**src/rtl/regfile_wb_queue_if.sv**
```systemverilog
// ---------------------------------------------------------------------------
// regfile_wb_queue_if
// Bundle of every non-clock/reset signal of regfile_wb_queue.
//
// Handshake rule for both producer channels (alu_*, mem_*): a result moves
// from producer to queue on a rising clk edge where valid && ready are both
// high; dest/data are sampled on that edge. Ready never depends on the
// same channel's valid.
//
// Modports:
//   master : producer / decode / register-file side (drives valids, payloads,
//            bypass read indices; observes readies, write port, status)
//   slave  : the writeback queue itself
// ---------------------------------------------------------------------------
interface regfile_wb_queue_if #(
    parameter int DATA_W = 8,
    parameter int ADDR_W = 2,
    parameter int DEPTH  = 4
);
    localparam int CNT_W = $clog2(DEPTH) + 1;
    localparam int NREG  = 2 ** ADDR_W;

    logic              alu_valid;
    logic              alu_ready;
    logic [ADDR_W-1:0] alu_dest;
    logic [DATA_W-1:0] alu_data;

    logic              mem_valid;
    logic              mem_ready;
    logic [ADDR_W-1:0] mem_dest;
    logic [DATA_W-1:0] mem_data;

    logic              rg_wrt_enable;
    logic [ADDR_W-1:0] rg_wrt_dest;
    logic [DATA_W-1:0] rg_wrt_data;

    logic [NREG-1:0]   busy;
    logic [CNT_W-1:0]  count;

    logic [ADDR_W-1:0] byp_addr1;
    logic [ADDR_W-1:0] byp_addr2;
    logic              byp_hit1;
    logic              byp_hit2;
    logic [DATA_W-1:0] byp_data1;
    logic [DATA_W-1:0] byp_data2;

    modport master (
        output alu_valid, alu_dest, alu_data,
        output mem_valid, mem_dest, mem_data,
        output byp_addr1, byp_addr2,
        input  alu_ready, mem_ready,
        input  rg_wrt_enable, rg_wrt_dest, rg_wrt_data,
        input  busy, count,
        input  byp_hit1, byp_hit2, byp_data1, byp_data2
    );

    modport slave (
        input  alu_valid, alu_dest, alu_data,
        input  mem_valid, mem_dest, mem_data,
        input  byp_addr1, byp_addr2,
        output alu_ready, mem_ready,
        output rg_wrt_enable, rg_wrt_dest, rg_wrt_data,
        output busy, count,
        output byp_hit1, byp_hit2, byp_data1, byp_data2
    );
endinterface

```
**src/rtl/regfile_wb_queue.sv**
```systemverilog
// ---------------------------------------------------------------------------
// regfile_wb_queue
// Writeback-side initiator for the register file. Accepts ALU and load
// results, keeps them in a small in-order circular queue and drives the
// register file's single write port at one write per cycle.
//
// Ports:
//   clk  : clock, all state on the rising edge
//   rst  : asynchronous active-low reset
//   wb   : regfile_wb_queue_if.slave
//          alu_*/mem_*   producer handshakes (valid/ready, dest, data)
//          rg_wrt_*      registered write port (stable across falling edge)
//          busy, count   hazard status from registered state
//          byp_*         newest-pending-value bypass for two read ports
//
// Optional feature: define WB_BYPASS_EN to build the bypass search; without
// it byp_hit*/byp_data* are tied to zero.
//
// The load channel wins the last free slot: alu_ready needs two free slots
// whenever mem_valid is high. A same-edge drain is not credited to free
// space, so readiness depends only on the registered count and mem_valid.
// ---------------------------------------------------------------------------
module regfile_wb_queue #(
    parameter int DATA_W = 8,
    parameter int ADDR_W = 2,
    parameter int DEPTH  = 4
) (
    input logic                clk,
    input logic                rst,
    regfile_wb_queue_if.slave  wb
);
    localparam int PTR_W = $clog2(DEPTH);
    localparam int CNT_W = $clog2(DEPTH) + 1;
    localparam int NREG  = 2 ** ADDR_W;

    logic [ADDR_W-1:0] dest_q [DEPTH];
    logic [DATA_W-1:0] data_q [DEPTH];
    logic [PTR_W-1:0]  head_q, head_d;
    logic [PTR_W-1:0]  tail_q, tail_d;
    logic [CNT_W-1:0]  count_q, count_d;

    logic              wr_en_q;
    logic [ADDR_W-1:0] wr_dest_q;
    logic [DATA_W-1:0] wr_data_q;

    logic              mem_ready, alu_ready;
    logic              mem_acc, alu_acc, pop;
    logic [PTR_W-1:0]  alu_slot;

    assign mem_ready = (count_q < CNT_W'(DEPTH));
    assign alu_ready = (count_q <= CNT_W'(DEPTH - 2)) || (mem_ready && !wb.mem_valid);

    assign mem_acc = wb.mem_valid && mem_ready;
    assign alu_acc = wb.alu_valid && alu_ready;
    assign pop     = (count_q != '0);

    // Load entry is older than a same-edge ALU entry, so it takes the tail.
    assign alu_slot = mem_acc ? tail_q + PTR_W'(1) : tail_q;

    assign tail_d  = tail_q + PTR_W'(mem_acc) + PTR_W'(alu_acc);
    assign head_d  = head_q + PTR_W'(pop);
    assign count_d = count_q + CNT_W'(mem_acc) + CNT_W'(alu_acc) - CNT_W'(pop);

    always_ff @(posedge clk or negedge rst) begin
        if (!rst) begin
            for (int i = 0; i < DEPTH; i++) begin
                dest_q[i] <= '0;
                data_q[i] <= '0;
            end
            head_q    <= '0;
            tail_q    <= '0;
            count_q   <= '0;
            wr_en_q   <= 1'b0;
            wr_dest_q <= '0;
            wr_data_q <= '0;
        end else begin
            if (mem_acc) begin
                dest_q[tail_q] <= wb.mem_dest;
                data_q[tail_q] <= wb.mem_data;
            end
            if (alu_acc) begin
                dest_q[alu_slot] <= wb.alu_dest;
                data_q[alu_slot] <= wb.alu_data;
            end
            head_q  <= head_d;
            tail_q  <= tail_d;
            count_q <= count_d;
            // Write port holds its last dest/data when idle.
            wr_en_q <= pop;
            if (pop) begin
                wr_dest_q <= dest_q[head_q];
                wr_data_q <= data_q[head_q];
            end
        end
    end

    // Pending-write flags: every live queue entry plus the in-flight write.
    logic [NREG-1:0] busy_c;
    always_comb begin
        busy_c = '0;
        if (wr_en_q) busy_c[wr_dest_q] = 1'b1;
        for (int i = 0; i < DEPTH; i++) begin
            if (CNT_W'(i) < count_q) busy_c[dest_q[head_q + PTR_W'(i)]] = 1'b1;
        end
    end

`ifdef WB_BYPASS_EN
    // Scan oldest to newest (in-flight, then head..tail) so the last match
    // seen is the newest pending value.
    always_comb begin
        logic [PTR_W-1:0] idx;
        idx          = '0;
        wb.byp_hit1  = 1'b0;
        wb.byp_data1 = '0;
        wb.byp_hit2  = 1'b0;
        wb.byp_data2 = '0;
        if (wr_en_q && wr_dest_q == wb.byp_addr1) begin
            wb.byp_hit1  = 1'b1;
            wb.byp_data1 = wr_data_q;
        end
        if (wr_en_q && wr_dest_q == wb.byp_addr2) begin
            wb.byp_hit2  = 1'b1;
            wb.byp_data2 = wr_data_q;
        end
        for (int i = 0; i < DEPTH; i++) begin
            idx = head_q + PTR_W'(i);
            if (CNT_W'(i) < count_q) begin
                if (dest_q[idx] == wb.byp_addr1) begin
                    wb.byp_hit1  = 1'b1;
                    wb.byp_data1 = data_q[idx];
                end
                if (dest_q[idx] == wb.byp_addr2) begin
                    wb.byp_hit2  = 1'b1;
                    wb.byp_data2 = data_q[idx];
                end
            end
        end
    end
`else
    logic unused_byp;
    assign unused_byp   = ^{wb.byp_addr1, wb.byp_addr2};
    assign wb.byp_hit1  = 1'b0;
    assign wb.byp_hit2  = 1'b0;
    assign wb.byp_data1 = '0;
    assign wb.byp_data2 = '0;
`endif

    assign wb.mem_ready     = mem_ready;
    assign wb.alu_ready     = alu_ready;
    assign wb.rg_wrt_enable = wr_en_q;
    assign wb.rg_wrt_dest   = wr_dest_q;
    assign wb.rg_wrt_data   = wr_data_q;
    assign wb.busy          = busy_c;
    assign wb.count         = count_q;
endmodule

```
**src/flat_wrapper.sv**
```systemverilog
// flat-port wrapper written by rule: the top's interface ports become plain ports
module regfile_wb_queue_flat 
#(
    parameter int DATA_W = 8,
    parameter int ADDR_W = 2,
    parameter int DEPTH  = 4
)
  (clk, rst, wb_alu_valid, wb_alu_dest, wb_alu_data, wb_mem_valid, wb_mem_dest, wb_mem_data, wb_byp_addr1, wb_byp_addr2, wb_alu_ready, wb_mem_ready, wb_rg_wrt_enable, wb_rg_wrt_dest, wb_rg_wrt_data, wb_busy, wb_count, wb_byp_hit1, wb_byp_hit2, wb_byp_data1, wb_byp_data2);
  regfile_wb_queue_if #(.DATA_W(DATA_W), .ADDR_W(ADDR_W), .DEPTH(DEPTH)) wb_i ();
  input logic clk;
  input logic rst;
  input wire logic [$bits(wb_i.alu_valid)-1:0] wb_alu_valid;
  input wire logic [$bits(wb_i.alu_dest)-1:0] wb_alu_dest;
  input wire logic [$bits(wb_i.alu_data)-1:0] wb_alu_data;
  input wire logic [$bits(wb_i.mem_valid)-1:0] wb_mem_valid;
  input wire logic [$bits(wb_i.mem_dest)-1:0] wb_mem_dest;
  input wire logic [$bits(wb_i.mem_data)-1:0] wb_mem_data;
  input wire logic [$bits(wb_i.byp_addr1)-1:0] wb_byp_addr1;
  input wire logic [$bits(wb_i.byp_addr2)-1:0] wb_byp_addr2;
  output wire logic [$bits(wb_i.alu_ready)-1:0] wb_alu_ready;
  output wire logic [$bits(wb_i.mem_ready)-1:0] wb_mem_ready;
  output wire logic [$bits(wb_i.rg_wrt_enable)-1:0] wb_rg_wrt_enable;
  output wire logic [$bits(wb_i.rg_wrt_dest)-1:0] wb_rg_wrt_dest;
  output wire logic [$bits(wb_i.rg_wrt_data)-1:0] wb_rg_wrt_data;
  output wire logic [$bits(wb_i.busy)-1:0] wb_busy;
  output wire logic [$bits(wb_i.count)-1:0] wb_count;
  output wire logic [$bits(wb_i.byp_hit1)-1:0] wb_byp_hit1;
  output wire logic [$bits(wb_i.byp_hit2)-1:0] wb_byp_hit2;
  output wire logic [$bits(wb_i.byp_data1)-1:0] wb_byp_data1;
  output wire logic [$bits(wb_i.byp_data2)-1:0] wb_byp_data2;
  assign wb_i.alu_valid = wb_alu_valid;
  assign wb_i.alu_dest = wb_alu_dest;
  assign wb_i.alu_data = wb_alu_data;
  assign wb_i.mem_valid = wb_mem_valid;
  assign wb_i.mem_dest = wb_mem_dest;
  assign wb_i.mem_data = wb_mem_data;
  assign wb_i.byp_addr1 = wb_byp_addr1;
  assign wb_i.byp_addr2 = wb_byp_addr2;
  assign wb_alu_ready = wb_i.alu_ready;
  assign wb_mem_ready = wb_i.mem_ready;
  assign wb_rg_wrt_enable = wb_i.rg_wrt_enable;
  assign wb_rg_wrt_dest = wb_i.rg_wrt_dest;
  assign wb_rg_wrt_data = wb_i.rg_wrt_data;
  assign wb_busy = wb_i.busy;
  assign wb_count = wb_i.count;
  assign wb_byp_hit1 = wb_i.byp_hit1;
  assign wb_byp_hit2 = wb_i.byp_hit2;
  assign wb_byp_data1 = wb_i.byp_data1;
  assign wb_byp_data2 = wb_i.byp_data2;
  regfile_wb_queue #(.DATA_W(DATA_W), .ADDR_W(ADDR_W), .DEPTH(DEPTH)) u_core (.clk(clk), .rst(rst), .wb(wb_i));
endmodule
```
**config.mk**
```make
export PLATFORM = sky130hd
export DESIGN_NAME = regfile_wb_queue_flat
export DESIGN_NICKNAME = d
export VERILOG_FILES = /design/src/rtl/regfile_wb_queue_if.sv /design/src/rtl/regfile_wb_queue.sv /design/src/flat_wrapper.sv
export SDC_FILE = /design/constraint.sdc
export NUM_CORES = 1
export LEC_CHECK = 0
export CORE_MARGIN = 4
export CORE_UTILIZATION = 50
export DETAILED_ROUTE_END_ITERATION = 7
export GPL_TIMING_DRIVEN = 0
export HOLD_SLACK_MARGIN = 0.05
export PLACE_DENSITY = 0.76
export SYNTH_ARGS = -nofsm -noshare
export SYNTH_HDL_FRONTEND = slang
export SYNTH_SLANG_ARGS = --single-unit
```
**constraint.sdc**
```tcl
create_clock -name clk -period 3 [get_ports clk]
set_clock_uncertainty 0.05 [all_clocks]
set_input_delay 0.6 -clock clk [delete_from_list [all_inputs] [get_ports clk]]
set_output_delay 0.6 -clock clk [all_outputs]
set_load 0.05 [all_outputs]
```
[After elaboration in Yosys (flattened, before gate mapping)]
Cells that the tools add are included.
Word-level totals
  register bits: 58
  input port bits: 28
  output and inout port bits: 38
  logic and storage cells: 118
Cells by class
  $add $sub $neg: 10
  magnitude comparators: 24
  mux-type cells: 47
  bitwise gates (word level): 10
  reduce and logical (&&, ||, !) cells: 13
Operators with widths (count)
  $bwmux W32: 2
  $mux W32: 2
  $mux W8: 6
  $demux W8 S2: 2
  $mux W2: 11
  $mux W4: 5
  $ge A3 B3 Y1 const B: 6
  $not A2 Y3: 6
  $bmux W2 S2: 4
  $bmux W8 S2: 1
  $bwmux W8: 2
  $or A4 B4 Y4: 4
  $lt A2 B3 Y1 const B: 5
  $demux W1 S2: 5
  $ge A2 B1 Y1 const B: 5
  $logic_and A1 B1 Y1: 10
  $demux W2 S2: 2
  $add A2 B1 Y2: 3
  $add A3 B1 Y3: 2
  $lt A1 B3 Y1 const A: 2
  $lt A2 B3 Y1 const A: 2
  $lt A3 B1 Y1 const B: 2
  $mux W1: 5
  $add A2 B1 Y2 const B: 2
  other kinds (7): 8

[Logic depth before layout (Yosys ltp)]
  depth after elaboration: 16
  gate-level depth with buffers: 9
  depth with buffers taken out: 8

[Least setup slack after synthesis]
No wires, ideal clock.
  kind: flip-flop to output port
  start point: register u_core.count_q[2] (netlist: u_core.wb.count[2])
  end point: output port wb_busy[0]
  data arrival time: 3.436 ns
  required time: 2.350 ns
  setup slack: -1.086 ns
  cell stages (with the launch flop): 6
  path buffers: 1
  cell sequence: dfrtp_1 buf_6 inv_1 ha_1 mux2i_1 o311ai_0
Between the ends
  cells in the longest elaborated chain, start to end: 8
  elaborated cells between the ends (all ways): 11
  classes of those cells: 4 x order compare; 4 x mux; 3 x bitwise
Ends and longest elaborated chain
  start: declaration: line regfile_wb_queue.sv:40  | logic [CNT_W-1:0] count_q, count_d;
  start signal: assignment: line regfile_wb_queue.sv:87  | count_q <= count_d;
  $lt A1 B3 Y1: line regfile_wb_queue.sv:103  | if (CNT_W'(i) < count_q) busy_c[dest_q[head_q + PTR_W'(i)]] = 1'b1;
  $mux W4: line regfile_wb_queue.sv:103
  $or A4 B4 Y4 (no source line)
  $mux W4: line regfile_wb_queue.sv:103
  $or A4 B4 Y4 (no source line)
  $mux W4: line regfile_wb_queue.sv:103
  $or A4 B4 Y4 (no source line)
  $mux W4 (*): line regfile_wb_queue.sv:103
  end: declaration: line flat_wrapper.sv:25  | output wire logic [$bits(wb_i.busy)-1:0] wb_busy;
Every way passes the cells marked *; elsewhere a longest branch is shown, timed or not.

[Worst setup path after layout]
  start point: register u_core.head_q[0]
  end point: output port wb_busy[0]
Between the ends
  cells in the longest elaborated chain, start to end: 16
  elaborated cells between the ends (all ways): 47
  classes of those cells: 3 x add/sub; 8 x order compare; 24 x mux; 8 x bitwise; 4 x reduce/logical
Ends and longest elaborated chain
  start: declaration: line regfile_wb_queue.sv:38  | logic [PTR_W-1:0] head_q, head_d;
  start signal: assignment: line regfile_wb_queue.sv:70  | head_q <= '0;
  start signal: assignment: line regfile_wb_queue.sv:85  | head_q <= head_d;
  branches (longest 15 deep; another with $lt A2 B3 Y1)
  $mux W4 (*): line regfile_wb_queue.sv:103
Mark *: on every way between the ends. The select of a mux whose other input is x is not followed.

==> results by group <==
Worst setup path
  • Critical Path RT: about 2.4 ns
  • Critical path's largest stage delay: roughly 0.55 ns
  • Crit path launch type: register
  • R2R setup slack: 0.26 ns
  • Worst Path Max Fanout: 10
  • CP Capture Type: output pin
  • Kind of critical path: reg -> out
  • Crit-path cells: buf_4 -> buf_6 -> mux4_2 -> o22ai_1 -> o21ai_0 -> o311ai_2 -> clkbuf_4
  • Worst path arrival time: 2.22 ns
  • R2r worst-path depth: 8
  • Worst reg2reg startpoint: u_core.wb.count[2]
  • Slowest-stage cell, CP: mux4_2
  • R2R Path End: u_core.wb.count[1]

Global routing
  • Global Route Usage Sum: 0.201
  • Largest net degree at the start of global routing: 35
  • Grt ovf: 0
  • First-pass GRT wire length: about 14 mm
  • Initial antenna violation count: 0
  • Vias in the first global route: approximately 2800

Synthesis
  • Syn Inst Count: between 200 and 300
  • Post-synthesis register bit count: 58
  • Post-synth top area cell: dfrtp_1
  • Cell Area, Synth: just under 4000 µm²
  • Yosys warns: 0
  • Ranking of synthesized cells by area: dfrtp_1 38%, mux2_2 25%, mux4_2 8.7%
  • Distinct cells, synth: between 40 and 50
  • Sequential area share after synthesis: 0.375
  • Syn Area/Cell: 13.2 µm²
  • Top-area cell type share of the netlist area: 0.375

Route
  • Post-route ant nets: 0
  • Pre-antenna DRT Iters: 4
  • Vias/cell: roughly 5.6
  • Drt first-iter violations: between 150 and 200
  • Detailed-route wire length: approximately 8.3 mm
  • Post-DR wirelength/cell: approximately 18 µm
  • Routed vias: 2610
  • Drc violations: 0

Placement
  • Placed Cells: between 400 and 500
  • Worst slack at placement: -0.145 ns
  • HPWL Detailed: 5.88 mm
  • Area after DPL: approximately 4500 µm²
  • PortBufs: between 40 and 50
  • Routability cong.: about 0.9

STA
  • Worst rel slew slack: 0.458
  • Max frequency: roughly 0.35 GHz
  • RSZ-0062 raised after global routing: no
  • Min Tclk post-route: between 2 and 3 ns
  • Period utilization: 0.957
  • Final-report hold violation count: 0
  • Setup-failing EPs final: 0
  • Slew Viols, Final: 0
  • Final worst slack: 0.130 ns
  • Worst-margin pin slew: approximately 0.81 ns
  • Hold_ws: slightly above 0.3 ns
  • Final setup TNS: 0 ns

Final layout
  • Antenna diodes: 0
  • Total Nets Final: 405
  • Util after Layout: 0.640
  • FF+latch area: around 1500 µm²
  • Cell Count, Final, Fillers Out: around 470
  • Area Growth Syn to Fin: 22.1%
  • Commonest non-fill, non-tap cells in the layout: 86 x mux2_2, 57 x dfrtp_1, 37 x clkdlybuf4s50_1
  • Fillers: roughly 580
  • Final Instance Area: about 4700 µm²
  • Share of layout cells above drive strength 1: 0.481
  • Leading cell type in the layout, fill and taps excluded: mux2_2
  • Multi-input gate area: between 2000 and 2500 µm²

Power and ir drop
  • Switch Pwr: 2.72 mW
  • Worst VDD drop: 0.671 mV
  • Total power: about 6.3 mW
  • Leakage: 2.07 nW
  • Clock share of power: 0.120
  • Reg power frac: 0.246
  • Pwr dens: roughly 1300 nW/µm²
  • Int Pwr: approximately 3.6 mW
  • Share of total power in combinational logic: 0.633
  • Switching fraction of total power: 0.433

Status
  • Status: finished, final reports clean

Clock tree
  • Hold-fix buffers, CTS: 0
  • CTS Buf Count: 9
  • Worst-skew pair later-pin latency: about 0.34 ns
  • Worst-path clk slew: 0.07 ns
  • CTS tree: yes
  • # Post-CTS Setup Buffers: 0
  • H-tree levels: 3
  • Clock sink total: 58
  • Post-cts sizing count: 19
  • Clock root buffer: clkbuf_8
  • Clock Path Buffers: 2

Die
  • DIE WIDTH: 95.9 µm
  • Core area: between 7000 and 8000 µm²
  • Die Ht: 95.9 µm
  • Die area: a little over 9000 µm²
  • Effective utilization at floorplan: 0.525
  • IO Count: 66
  • Num rows: 31

Worst hold path
  • HP Class: in -> async

Flow run
  • Max Cap Viol: 0
power groups by stage:
stage	Combinational (mW)	Sequential [mW]	Clock [mW]
after global routing	4.28	1.61	0.799
final	3.98	1.55	0.754
after CTS	3.98	1.54	0.766
after global placement	3.94	1.53	0
after detailed placement	4.02	1.54	0
after floorplan	2.81	1.78	0
cell families after synthesis:
kind of cell,share of synthesized area
xor gates and xnor gates,0.00680
buffers and inverters,0.0705
adders and majority gates,0.0414
other,0.000970
DFF,0.375
muxes,0.390
AOI/OAI and AO/OA,0.0414
and+or+nand+nor,0.0738
cell usage after synthesis (all sizes together):
| master | count |
|---|---|
| a21oi | 3 |
| a221o | 1 |
| a221oi | 1 |
| a22oi | 2 |
| a31oi | 3 |
| and3 | 1 |
| buf | 28 |
| clkinv | 1 |
| conb | 1 |
| dfrtp | 58 |
| fa | 3 |
| ha | 8 |
| inv | 12 |
| mux2 | 96 |
| mux2i | 5 |
| mux4 | 15 |
| nand2 | 11 |
| nand2b | 2 |
| nand3 | 7 |
| nand3b | 3 |
| nand4 | 2 |
| nor2 | 6 |
| nor2b | 3 |
| nor3 | 4 |
| nor4b | 1 |
| nor4bb | 1 |
| o2111ai | 1 |
| o21ai | 4 |
| o21bai | 1 |
| o22ai | 1 |
| o311ai | 2 |
| o31ai | 1 |
| o32a | 1 |
| or2 | 1 |
| or3b | 1 |
| xnor2 | 1 |
| xor2 | 2 |
layout make-up:
| cell class | instances | area share |
|---|---|---|
| sequential | 58 | 0.308 |
| tap | 99 | 0.0262 |
| buffer | 28 | 0.0469 |
| clock buffer | 13 | 0.0358 |
| timing repair buffer | 44 | 0.0915 |
| inverter | 13 | 0.0138 |
| clock inverter | 2 | 0.00742 |
| multi-input combinational | 212 | 0.471 |
layer usage:
layer  vias to the layer above  GRT usage  routed length [µm]
met1                      1323      0.263                3550
met3                        12     0.0297                 358
li1                       1200          -                   -
met5                         -          0                   0
met2                        75      0.340                4260
met4                         0     0.0711                 113
registers in the layout, summed over array words and instances (netlist names):
name and flops:
u_core.dest_q 8, u_core.wb.count 3, u_core.head_q 2, u_core.tail_q 2, u_core.wb.rg_wrt_data 8, u_core.wb.rg_wrt_dest 2, u_core.data_q 32, u_core.wb.rg_wrt_enable 1
critical path: cells and delay by family (launching register included):
family | cells | cell delay [ns]
AO/OA/AOI/OAI | 3 | 0.35
buffers and inverters | 3 | 0.64
flip-flops | 1 | 0.35
multiplexers | 1 | 0.55
worst max path at each step:
stage	from	end	slack, ns
after floorplan	u_core.wb.count[2]	wb_busy[3]	0.05
after CTS	u_core.head_q[0]	wb_busy[2]	0.009
after global routing	u_core.head_q[0]	wb_busy[0]	0.02
final	u_core.head_q[0]	wb_busy[0]	0.13
after detailed placement	u_core.head_q[0]	wb_busy[0]	-0.14
after global placement	rst	u_core.wb.count[2]	-0.89
Note: power is estimated with default switching activity, not from simulation.
